## src/rtl/uart_rx_ram_loader.sv

```systemverilog
// 8N1 UART receiver that pairs bytes (high byte first) into words and writes them
// to consecutive RAM addresses from 0, raising a sticky load_done after WORD_COUNT words.
module uart_rx_ram_loader #(
    parameter int unsigned CLKS_PER_BIT = 434,
    parameter int unsigned ADDR_W       = 6,
    parameter int unsigned DATA_W       = 16,
    parameter int unsigned WORD_COUNT   = 64
) (
    input  logic              clk,
    input  logic              reset,
    input  logic              uart_rx,
    output logic              write_enable_to_ram,
    output logic [ADDR_W-1:0] address_to_ram,
    output logic [DATA_W-1:0] data_to_ram,
    output logic              load_done,
    output logic              frame_error
);

    localparam int unsigned CNT_W = (CLKS_PER_BIT > 1) ? $clog2(CLKS_PER_BIT) : 1;
    localparam logic [CNT_W-1:0]  BIT_LAST  = CNT_W'(CLKS_PER_BIT - 1);
    localparam logic [CNT_W-1:0]  HALF_LAST = CNT_W'(CLKS_PER_BIT / 2 - 1);
    localparam logic [ADDR_W-1:0] LAST_ADDR = ADDR_W'(WORD_COUNT - 1);

    typedef enum logic [2:0] {
        StIdle,
        StStart,
        StData,
        StStop,
        StWaitIdle
    } state_e;

    state_e            state_q, state_d;
    logic              rx_meta_q, rx_sync_q;
    logic [CNT_W-1:0]  baud_q, baud_d;
    logic [2:0]        bit_idx_q, bit_idx_d;
    logic [7:0]        shift_q, shift_d;
    logic [7:0]        high_q, high_d;
    logic              half_q, half_d;
    logic              we_q, we_d;
    logic [ADDR_W-1:0] addr_q, addr_d;
    logic [DATA_W-1:0] data_q, data_d;
    logic              done_q, done_d;
    logic              ferr_q, ferr_d;

    always_ff @(posedge clk) begin
        if (!reset) begin
            rx_meta_q <= 1'b1;
            rx_sync_q <= 1'b1;
            state_q   <= StIdle;
            baud_q    <= '0;
            bit_idx_q <= '0;
            shift_q   <= '0;
            high_q    <= '0;
            half_q    <= 1'b0;
            we_q      <= 1'b0;
            addr_q    <= '0;
            data_q    <= '0;
            done_q    <= 1'b0;
            ferr_q    <= 1'b0;
        end else begin
            rx_meta_q <= uart_rx;
            rx_sync_q <= rx_meta_q;
            state_q   <= state_d;
            baud_q    <= baud_d;
            bit_idx_q <= bit_idx_d;
            shift_q   <= shift_d;
            high_q    <= high_d;
            half_q    <= half_d;
            we_q      <= we_d;
            addr_q    <= addr_d;
            data_q    <= data_d;
            done_q    <= done_d;
            ferr_q    <= ferr_d;
        end
    end

    always_comb begin
        state_d   = state_q;
        baud_d    = baud_q;
        bit_idx_d = bit_idx_q;
        shift_d   = shift_q;
        high_d    = high_q;
        half_d    = half_q;
        we_d      = 1'b0;
        addr_d    = addr_q;
        data_d    = data_q;
        done_d    = done_q;
        ferr_d    = ferr_q;

        unique case (state_q)
            StIdle: begin
                if (!rx_sync_q) begin
                    state_d = StStart;
                    baud_d  = '0;
                end
            end
            StStart: begin
                if (baud_q == HALF_LAST) begin
                    baud_d = '0;
                    // A start bit that is high again at mid-bit is a glitch.
                    if (!rx_sync_q) begin
                        state_d   = StData;
                        bit_idx_d = '0;
                    end else begin
                        state_d = StIdle;
                    end
                end else begin
                    baud_d = baud_q + 1'b1;
                end
            end
            StData: begin
                if (baud_q == BIT_LAST) begin
                    baud_d             = '0;
                    shift_d[bit_idx_q] = rx_sync_q;
                    if (bit_idx_q == 3'd7) begin
                        state_d = StStop;
                    end else begin
                        bit_idx_d = bit_idx_q + 3'd1;
                    end
                end else begin
                    baud_d = baud_q + 1'b1;
                end
            end
            StStop: begin
                if (baud_q == BIT_LAST) begin
                    baud_d = '0;
                    if (rx_sync_q) begin
                        state_d = StIdle;
                        if (!half_q) begin
                            high_d = shift_q;
                            half_d = 1'b1;
                        end else begin
                            half_d = 1'b0;
                            if (!done_q) begin
                                we_d   = 1'b1;
                                data_d = DATA_W'({high_q, shift_q});
                            end
                        end
                    end else begin
                        ferr_d  = 1'b1;
                        half_d  = 1'b0;
                        state_d = StWaitIdle;
                    end
                end else begin
                    baud_d = baud_q + 1'b1;
                end
            end
            StWaitIdle: begin
                if (rx_sync_q) begin
                    state_d = StIdle;
                end
            end
            default: state_d = StIdle;
        endcase

        // Address advances the cycle after the strobe; the final write parks it instead.
        if (we_q) begin
            if (addr_q == LAST_ADDR) begin
                done_d = 1'b1;
            end else begin
                addr_d = addr_q + 1'b1;
            end
        end
    end

    assign write_enable_to_ram = we_q;
    assign address_to_ram      = addr_q;
    assign data_to_ram         = data_q;
    assign load_done           = done_q;
    assign frame_error         = ferr_q;

endmodule

```

## config.mk

```make
export PLATFORM = sky130hd
export DESIGN_NAME = uart_rx_ram_loader
export DESIGN_NICKNAME = d
export VERILOG_FILES = /design/src/rtl/uart_rx_ram_loader.sv
export SDC_FILE = /design/constraint.sdc
export NUM_CORES = 1
export LEC_CHECK = 0
export CORE_MARGIN = 8
export CORE_UTILIZATION = 25
export DETAILED_ROUTE_END_ITERATION = 6
export PLACE_DENSITY = 0.53
export SLEW_MARGIN = 20
export SYNTH_ARGS = -nofsm -noshare
export SYNTH_HDL_FRONTEND = slang
export SYNTH_SLANG_ARGS = --single-unit
```

## constraint.sdc

```tcl
create_clock -name clk -period 6.1 [get_ports clk]
set_clock_uncertainty 0.05 [all_clocks]
set_input_delay 0.915 -clock clk [delete_from_list [all_inputs] [get_ports clk]]
set_output_delay 0.915 -clock clk [all_outputs]
set_load 0.03 [all_outputs]
```

==> flow_summary.toml <==
[hold_path]
holdCritPathClass = "flop to flop"
hold_depth = 1
min_to = "rx_sync_q"
worstHoldStart = "rx_meta_q"

[clock_network]
clockBufferDepth = 2
numCtsBuffers = 9
clkSlewWorstSetupHoldPaths_ns = 0.07
cts_root_buf = "sky130_fd_sc_hd__clkbuf_8"
cts_tree = "done"
hold_buffers = 0
worst_skew_pair.late_latency_ns = 0.34
maximum_level_of_the_cts_h_tree = 3
cts.sinks = 59
post_cts.repair.setup_buffers = 0
post_cts.resized_instances = 0

[global_route]
pin_count_of_the_biggest_net_entering_global_routing = 29
grt-ovfl-total = 0
wire_length_of_the_first_global_routing_pass_mm = 10.2
globalRouteTotalUtil = 0.0868
number_of_antenna_violations_at_the_first_check_in_global_routing = 0
grt_pass1_vias = 2113

[pwr]
cellLeakagePower_nw = 1.09
ir_worst_vdd_v = 0.0000939
total_design_power_mw = 0.817
p_per_area_mw_per_mm2 = 253

[yosys]
synth-simple-area-share = 0.223
synth-xor-area-share = 0.0133
post_synth_instance_area_sq_mm = 0.00264
post_synth_fa_ha_maj_area_fraction = 0.0285
synth.mux.area_fraction = 0.141
post_synth_most_frequent_cells = "sky130_fd_sc_hd__dfxtp_1, sky130_fd_sc_hd__nor2_1, sky130_fd_sc_hd__mux2i_1, sky130_fd_sc_hd__nand2_1, sky130_fd_sc_hd__clkbuf_1"
netlist_instances = 292
ys.flop_type = "sky130_fd_sc_hd__dfxtp_1"
synth_edf_count = 0
yosysMostFrequentCell = "sky130_fd_sc_hd__dfxtp_1"
postSynthNetCount = 301
yosysTopAreaCellShare = 0.448
synth_top_cell_by_area = "sky130_fd_sc_hd__dfxtp_1"
synthTopCellsByArea = "sky130_fd_sc_hd__dfxtp_1, sky130_fd_sc_hd__mux2i_1, sky130_fd_sc_hd__nor2_1"
synth_top_family_by_area = "simple AND/OR/NAND/NOR gates"
synth.ff_latch_count = 59
postSynth.asyncResetShare = 0
synthDistinctLibCells = 45
synth_compound_area_frac = 0.104
synth.yosys.seq_area_share = 0.448
syn_area_per_cell_sq_um = 9.02
ys.warnings.count = 0

[timing]
final_min_period_over_clock_period = 0.531
report.final.setup_viol = 0
finalSetupTns_ns = 0
grt_setup_unrepaired = "false"
report.final.slew_viol_count = 0
final_period_minus_worst_setup_slack_ns = 3.24
max_freq_ghz = 0.309
worst_slew_margin_rel = 0.375
final_hold_vio_count = 0
worst_slew_pin_slew_ns = 0.938

[finish]
drive_gt1_frac = 0.0813
filler_cell_count = 1110
final_util = 0.314
final_cell_area_sq_mm = 0.00322
final_net_count = 324
antennaDiodeCount = 0
final_cells = 456
synthToLayoutAreaGrowth_pct = 22.4

[detailed_routing]
drt-wirelength-per-cell_microns = 12.3
drt_first_pass_iters = 4
route.detailed.drc = 0
route.vias.total = 2086
drt_first_iter_violations = 129
via_per_inst = 4.57
drtAntennaViolNets = 0
routed_wirelength_mm = 5.63

[floorplanning]
num_io_pins = 28
core_rows = 37
die_height_microns = 119
overall_die_area_sq_mm = 0.0141
core_region_area_sq_mm = 0.0103
initial_core_util = 0.256
die_w_microns = 119

[place]
detailed_place.area_sq_mm = 0.00303
port-buffer-count = 27
place.detailed.instances = 440
globalplace.congestion = 0.732
detailed_place_hpwl_mm = 3.85

[worst_setup_path]
ff2ff_setup_slack_ns = 3.72
crit_path_top_delay_cell = "sky130_fd_sc_hd__clkdlybuf4s50_1"
regToRegStartpoint = "state_q[0]"
timing.critical_path.cells = "clkdlybuf4s50_1 > clkinv_1 > buf_4 > or3_1 > mux2i_1"
setup.worst_path.end_class = "flop"
reg2reg_to = "state_q[0]"
timing.reg2reg.worst_path_depth = 4
classification_of_the_worst_setup_path = "input pin to flop"
timing.critical_path.required_ns = 6.31
timing.critical_path.slowest_cell_delay_ns = 0.99
startpoint_type = "input pin"
timing.critical_path.arrival_ns = 3.45
timing.critical_path.fanout_max = 28

[flow_run]
maxCapViolCount = 0

[status]
result_of_the_run = "completed"
==> critical path, delay by kind of cell <==
kind | cells | cell delay (ns)
buffers and inverters | 3 | 2.04
multiplexers | 1 | 0.13
AND/OR/NAND/NOR | 1 | 0.37
==> sequential cells by signal, summed over array words and instances (netlist names) <==
name / flops
rx_sync_q: 1
frame_error: 1
baud_q: 9
data_to_ram: 16
shift_q: 8
rx_meta_q: 1
load_done: 1
state_q: 3
bit_idx_q: 3
high_q: 8
write_enable_to_ram: 1
address_to_ram: 6
half_q: 1
==> final cells by class <==
cell class              instances  area (sq um)  share of cell area
multi-input cells             206          1350               0.420
flip-flops and latches         59          1180               0.366
repair buffers                 30           293              0.0908
well taps                     136           170              0.0528
clock buffers                   9           124              0.0384
clock inverters                 7          68.8              0.0213
inverters                       9          33.8              0.0105
==> power by group <==
group	internal [mW]	switching [mW]	total [mW]	leakage, nW
clock	0.187	0.158	0.344	0.0950
sequential	0.392	0.0114	0.403	0.476
combinational	0.0244	0.0451	0.0695	0.516
total	0.603	0.214	0.817	1.09
==> per-layer routing <==
layer | GRT usage | wire [microns] | vias to the layer above
met5 | 0 | 0 | -
met4 | 0.0285 | 61 | 0
met3 | 0.0424 | 315 | 6
met2 | 0.129 | 2490 | 32
met1 | 0.108 | 2760 | 974
li1 | - | - | 1074
==> cells by family after synthesis <==
| family | Yosys count |
|---|---|
| AND/OR/NAND/NOR | 117 |
| flip-flops | 59 |
| AO/OA/AOI/OAI | 42 |
| multiplexers | 37 |
| buffers and inverters | 27 |
| adder cells (fa/ha/maj) | 6 |
| XOR/XNOR | 4 |
==> worst max-delay path by stage <==
| stage | startpoint | to | slack [ns] | cells after the start |
|---|---|---|---|---|
| final | reset | bit_idx_q[0] | 2.86 | 5 |
| after global routing | reset | bit_idx_q[0] | 2.56 | 5 |
| after detailed placement | reset | bit_idx_q[0] | 2.46 | 5 |
| after floorplan | baud_q[2] | data_to_ram[10] | 3.94 | 6 |
| after global placement | reset | bit_idx_q[0] | 2.52 | 5 |
| after CTS | reset | bit_idx_q[0] | 2.79 | 5 |
==> cells in the final DEF, fill, tap and decap left out, drive strengths merged, types with 3 or more instances in the layout <==
| cell type | n |
|---|---|
| mux2i | 36 |
| ha | 6 |
| clkinv | 5 |
| nand3b | 3 |
| xor2 | 4 |
| nand2b | 3 |
| and4 | 3 |
| a21oi | 12 |
| dfxtp | 59 |
| o22ai | 7 |
| clkdlybuf4s50 | 27 |
| nand3 | 8 |
| o21ai | 7 |
| buf | 3 |
| nand2 | 30 |
| nor2 | 39 |
| nor3b | 3 |
| o31ai | 3 |
| nor3 | 7 |
| nand4 | 4 |
| inv | 8 |
| nor4 | 5 |
| clkbuf | 9 |
==> metrics by stage <==
| stage | hold slack, ns | setup slack (ns) |
|---|---|---|
| after CTS | 0.367 | 2.79 |
| after floorplan | 0.336 | 3.94 |
| after global routing | 0.380 | 2.56 |
| after detailed placement | 0.341 | 2.46 |
| after global placement | 0.344 | 2.52 |
| final | 0.368 | 2.86 |
(Power assumes the default switching activity.)
